--- src/rtl/als_sample_sequencer.sv ---
// Periodic ALS sample sequencer: requests SPI reads, averages 2**AVG_LOG2 words, hands the mean to the BCD converter.
// Optional peak-hold output is built when ALS_PEAK_HOLD_EN is defined.
module als_sample_sequencer #(
    parameter int DATA_W      = 8,
    parameter int PERIOD_CYC  = 100000,
    parameter int AVG_LOG2    = 2,
    parameter int TIMEOUT_CYC = 4096
) (
    input  logic              clk,
    input  logic              rst_n,
    output logic              o_spi_start,
    input  logic [DATA_W-1:0] i_rx_byte,
    input  logic              i_rx_dv,
    output logic [DATA_W-1:0] o_bin,
    output logic              o_conv_start,
    input  logic              i_conv_dv,
    output logic              o_busy,
    output logic              o_timeout,
`ifdef ALS_PEAK_HOLD_EN
    input  logic              i_peak_clr,
    output logic [DATA_W-1:0] o_peak,
`endif
    output logic              o_overrun
);

    localparam int PCNT_W  = (PERIOD_CYC > 2) ? $clog2(PERIOD_CYC) : 1;
    localparam int TCNT_W  = $clog2(TIMEOUT_CYC + 1);
    localparam int ACC_W   = DATA_W + AVG_LOG2;
    localparam int SCNT_W  = AVG_LOG2 + 1;
    localparam int SAMPLES = 1 << AVG_LOG2;

    typedef enum logic [2:0] {
        IDLE,
        REQ,
        WAIT_RX,
        CONV,
        WAIT_CONV
    } state_t;

    state_t              state;
    logic [PCNT_W-1:0]   period_cnt;
    logic [TCNT_W-1:0]   timeout_cnt;
    logic [ACC_W-1:0]    acc;
    logic [SCNT_W-1:0]   sample_cnt;

    logic                tick;
    logic [ACC_W-1:0]    acc_sum;
    logic                last_sample;
    logic                timeout_hit;

    assign tick        = (period_cnt == PCNT_W'(PERIOD_CYC - 1));
    assign acc_sum     = acc + ACC_W'(i_rx_byte);
    assign last_sample = (sample_cnt == SCNT_W'(SAMPLES - 1));
    // The count becomes TIMEOUT_CYC-1 on this edge, so the flag appears
    // TIMEOUT_CYC cycles after the request pulse (TIMEOUT_CYC >= 2).
    assign timeout_hit = (timeout_cnt == TCNT_W'(TIMEOUT_CYC - 2));

    always_ff @(posedge clk) begin
        if (!rst_n) begin
            period_cnt <= '0;
        end else if (tick) begin
            period_cnt <= '0;
        end else begin
            period_cnt <= period_cnt + PCNT_W'(1);
        end
    end

    always_ff @(posedge clk) begin
        if (!rst_n) begin
            state        <= IDLE;
            timeout_cnt  <= '0;
            acc          <= '0;
            sample_cnt   <= '0;
            o_spi_start  <= 1'b0;
            o_bin        <= '0;
            o_conv_start <= 1'b0;
            o_busy       <= 1'b0;
            o_timeout    <= 1'b0;
            o_overrun    <= 1'b0;
        end else begin
            o_spi_start  <= 1'b0;
            o_conv_start <= 1'b0;

            // A tick that finds the FSM busy is dropped, never queued.
            if (tick && state != IDLE) begin
                o_overrun <= 1'b1;
            end

            case (state)
                IDLE: begin
                    if (tick) begin
                        state       <= REQ;
                        o_spi_start <= 1'b1;
                        o_busy      <= 1'b1;
                    end
                end
                REQ: begin
                    state       <= WAIT_RX;
                    timeout_cnt <= '0;
                end
                WAIT_RX: begin
                    if (i_rx_dv) begin
                        acc        <= acc_sum;
                        sample_cnt <= sample_cnt + SCNT_W'(1);
                        if (last_sample) begin
                            state        <= CONV;
                            o_bin        <= DATA_W'(acc_sum >> AVG_LOG2);
                            o_conv_start <= 1'b1;
                        end else begin
                            state  <= IDLE;
                            o_busy <= 1'b0;
                        end
                    end else if (timeout_hit) begin
                        // Partial accumulation survives a missed read.
                        o_timeout <= 1'b1;
                        state     <= IDLE;
                        o_busy    <= 1'b0;
                    end else begin
                        timeout_cnt <= timeout_cnt + TCNT_W'(1);
                    end
                end
                CONV: begin
                    acc        <= '0;
                    sample_cnt <= '0;
                    state      <= WAIT_CONV;
                end
                WAIT_CONV: begin
                    if (i_conv_dv) begin
                        state  <= IDLE;
                        o_busy <= 1'b0;
                    end
                end
                default: begin
                    state  <= IDLE;
                    o_busy <= 1'b0;
                end
            endcase
        end
    end

`ifdef ALS_PEAK_HOLD_EN
    // o_bin is already stable while in CONV, so the peak follows one cycle later.
    always_ff @(posedge clk) begin
        if (!rst_n) begin
            o_peak <= '0;
        end else if (state == CONV) begin
            if (i_peak_clr || (o_bin > o_peak)) begin
                o_peak <= o_bin;
            end
        end else if (i_peak_clr) begin
            o_peak <= '0;
        end
    end
`endif

endmodule

--- config.mk ---
export PLATFORM = sky130hd
export DESIGN_NAME = als_sample_sequencer
export DESIGN_NICKNAME = d
export VERILOG_FILES = /design/src/rtl/als_sample_sequencer.sv
export SDC_FILE = /design/constraint.sdc
export NUM_CORES = 1
export LEC_CHECK = 0
export ABC_AREA = 1
export CAP_MARGIN = 20
export CORE_UTILIZATION = 30
export DETAILED_ROUTE_END_ITERATION = 12
export GPL_TIMING_DRIVEN = 0
export HOLD_SLACK_MARGIN = 0.05
export SETUP_SLACK_MARGIN = 0.05
export SYNTH_ARGS = -nofsm -noshare
export SYNTH_HDL_FRONTEND = slang
export SYNTH_SLANG_ARGS = --single-unit
--- constraint.sdc ---
create_clock -name clk -period 2.2 [get_ports clk]
set_clock_uncertainty 0.15 [all_clocks]
set_input_delay 0.55 -clock clk [delete_from_list [all_inputs] [get_ports clk]]
set_output_delay 0.55 -clock clk [all_outputs]
set_load 0.01 [all_outputs]
==> qor.yml <==
floorplanning:
  start_util_pct: 30.7
  die_width_um: 105
  fp.dieArea_sq_um: 10900
  core-area_sq_um: 10300
  ios: 25
  placementRows: 37
  floorplan.die.height_um: 105
power_and_ir_drop:
  power_leakage_nw: 1.55
  internal_power_w: 0.00178
  total_switching_power_w: 0.000477
  power_per_cell_area_nw_per_um2: 585
  share_comb_of_total_power_pct: 3.9
  power.ir.vdd_worst_mv: 0.297
  clock_power_share_pct: 48.4
  power.share.sequential_pct: 47.6
  power.switching_fraction_pct: 21.1
timing:
  timing.final.setup_violations: 0
  final_worst_setup_slack_ns: 0.137
  hold_fails_final_rpt: 0
  timing_max_transition_violations_final: 0
  final_period_minus_worst_setup_slack_ns: 2.06
  post-route-period-util_pct: 93.8
  clock.fmax_mhz: 485
  grt_setup_unrepaired: "true"
  slew_headroom_pct: 64.5
  worst_slew_pin_slew_ns: 0.533
  hold_slack_final_ns: 0.297
global_route:
  vias_in_the_first_global_route: 2642
  grt_pass1_wl_mm: 11.9
  global_route.peak_usage_layer: "met2"
  grt_start_max_net_pins: 11
  use_met3_pct: 2.56
  groute.layer.met1.usage_pct: 17.3
  gr-usage-all-layers_pct: 13.6
  overflow: 0
  grt_antenna_before_repair: 0
  grtUsageMet2_pct: 21.8
worst_hold_path:
  min_path_type: "register to register"
synthesis:
  yosysUniqueCellTypes: 40
  dominantRegCellSynth: "sky130_fd_sc_hd__dfxtp_1"
  post_synth.cell_area_avg_sq_um: 7.13
  synth_seq_area_share_pct: 37.4
  synth_nets: 469
  syn_area_sq_um: 3160
  yosys_register_bits: 59
  ys_async_sr_fraction_pct: 0
  synthCells: 443
  synthesis.yosys.warnings: 0
  number_of_enable_type_register_cells_in_the_synthesized_netlist: 0
cells_and_area:
  register_area_sq_um: 1180
  layout-drive-gt1-share_pct: 12.9
  finish.cell_count_without_fillers: 618
  final_common_cell: "sky130_fd_sc_hd__nand2_1"
  multiInputGateArea_sq_um: 1820
  most_used_cells_in_the_layout_excluding_fill_and_tap_cells: "sky130_fd_sc_hd__nand2_1, sky130_fd_sc_hd__nor2_1, sky130_fd_sc_hd__dfxtp_1, sky130_fd_sc_hd__inv_1, sky130_fd_sc_hd__a21oi_1"
  finalNetCount: 503
  area_growth_synth_to_finish_pct: 22.1
  antennaDiodeCount: 0
  filler_cell_count: 1088
clock_tree:
  cts_num_sinks: 59
  cts_tree: "yes"
  postCtsSetupBuffers: 0
  clockBufferDepth: 2
  clk_pin_slew_ns: 0.07
  cts.root.buffer_cell: "sky130_fd_sc_hd__clkbuf_8"
  clock_buffer_count_from_cts: 9
  cts_max_level: 3
  clk-insertion-delay-late_ns: 0.33
worst_setup_path:
  worst-endpoint-arrival_ns: 2.11
  worstPathRequired_ns: 2.25
  critPathCaptureType: "register"
  critical_path_peak_fanout: 3
  critPathKind: "input port to register"
  startpoint_type: "input port"
place:
  hpwl_reported_at_the_end_of_detailed_placement_mm: 5.06
  pre_cts_setup_slack_ns: -0.484
  dpl.cell_count: 602
  placement.io_buffers: 23
  finalWeightedCongestion: 0.877
drt:
  drtPass1Iterations: 4
  routed_wirelength_mm: 6.80
  drtAntennaViolNets: 0
  drt_iter0_drc: 69
  remaining_drc_errors: 0
  vias: 2790
  drt-wirelength-per-cell_um: 11.0
  vias_per_instance: 4.51
run:
  maxCapViolations: 0
run_status:
  outcome: "finished clean"
## per-layer routing
metal  up-vias  wire length, um
li1       1489                -
met1      1259             3280
met2        33             3230
met3         9              169
met4         0              128
met5         -                0
## repair_timing
item,CTS,global route
gates resized for setup,4,7
hold buffers,0,0
pin swaps,2,0
setup endpoints to repair,4,9
## final cells by class
type / count / area share (%)
plain buffers: 8 / 1.17
clock buffers: 12 / 3.76
clock inverters: 4 / 1.91
inverters: 51 / 4.96
multi-input cells: 325 / 47.2
flip-flops and latches: 59 / 30.6
well taps: 136 / 4.41
repair buffers: 23 / 6.00
## final timing paths
kind                                    start            end  slack [ns]  cells after the start
worst max-delay path             i_rx_byte[0]         acc[6]        0.14                     10
worst min-delay path            period_cnt[0]  period_cnt[0]        0.30                      1
worst max register to register         acc[0]         acc[6]        0.27                      9
worst min register to register  period_cnt[0]  period_cnt[0]        0.30                      1
## power groups by stage
stage	Sequential (W)	Clock (W)	Combinational, W
floorplan	0.00110	0	0.0000466
global placement	0.00110	0	0.0000819
detailed placement	0.00110	0	0.0000820
CTS	0.00108	0.00112	0.0000830
global route	0.00108	0.00118	0.000101
finish	0.00108	0.00109	0.0000890
## per-stage QoR
stage | total power, W | TNS, ns | cell area [sq um] | utilization, %
finish | 0.00226 | 0 | 3860 | 37.5
global route | 0.00235 | 0 | 3860 | 37.5
CTS | 0.00228 | 0 | 3800 | 36.9
detailed placement | 0.00118 | -3.25 | 3560 | 34.7
global placement | 0.00118 | -3.08 | 3560 | 34.7
floorplan | 0.00115 | 0 | 3160 | -
## kinds of logic (layout without fill, tap and decap cells)
family	count (synthesis)	after routing	synth area share [%]
buffers and inverters	59	98	7.48
and+or+nand+nor	239	239	35.5
adders and majority gates	14	14	5.78
AOI/OAI and AO/OA	58	58	9.94
xor gates and xnor gates	14	14	3.88
DFF	59	59	37.4
## state kept, by name, indices dropped and copies added (netlist names)
name and cells:
period_cnt 17, o_spi_start 1, acc 10, o_conv_start 1
o_overrun 1, o_timeout 1, state 3, sample_cnt 3
o_busy 1, timeout_cnt 13, o_bin 8
## critical path, stage by stage
cell	delay, ns
sky130_fd_sc_hd__dlygate4sd2_1	0.26
sky130_fd_sc_hd__ha_4	0.17
sky130_fd_sc_hd__fa_2	0.37
sky130_fd_sc_hd__nand2_1	0.08
sky130_fd_sc_hd__nand2_1	0.08
sky130_fd_sc_hd__o21ai_2	0.08
sky130_fd_sc_hd__o21ai_1	0.09
sky130_fd_sc_hd__or2_2	0.30
sky130_fd_sc_hd__nand3_1	0.07
sky130_fd_sc_hd__a21oi_1	0.06
## synthesized netlist by cell type, types with 3 or more instances
master                    number  area share [%]
sky130_fd_sc_hd__nor2_2        7             1.4
sky130_fd_sc_hd__o21ai_0      14             2.2
sky130_fd_sc_hd__nand2_4       3             1.1
sky130_fd_sc_hd__xnor2_1       4             1.1
sky130_fd_sc_hd__ha_1         13             5.1
sky130_fd_sc_hd__dfxtp_1      59              37
sky130_fd_sc_hd__nand3_1      24             3.8
sky130_fd_sc_hd__nor2_1       67             8.0
sky130_fd_sc_hd__nand2_2       7             1.4
sky130_fd_sc_hd__nand2_1      99              12
sky130_fd_sc_hd__xor2_1       10             2.8
sky130_fd_sc_hd__inv_1        48             5.7
sky130_fd_sc_hd__nand4_1      12             2.4
sky130_fd_sc_hd__nor3_1        3            0.48
sky130_fd_sc_hd__buf_2         3            0.48
sky130_fd_sc_hd__inv_2         3            0.36
sky130_fd_sc_hd__a21oi_1      33             5.2
sky130_fd_sc_hd__nor2_4        4             1.4
sky130_fd_sc_hd__or2_2         3            0.59
sky130_fd_sc_hd__nor3b_1       3            0.71
Power figures use the tool's default switching activity.
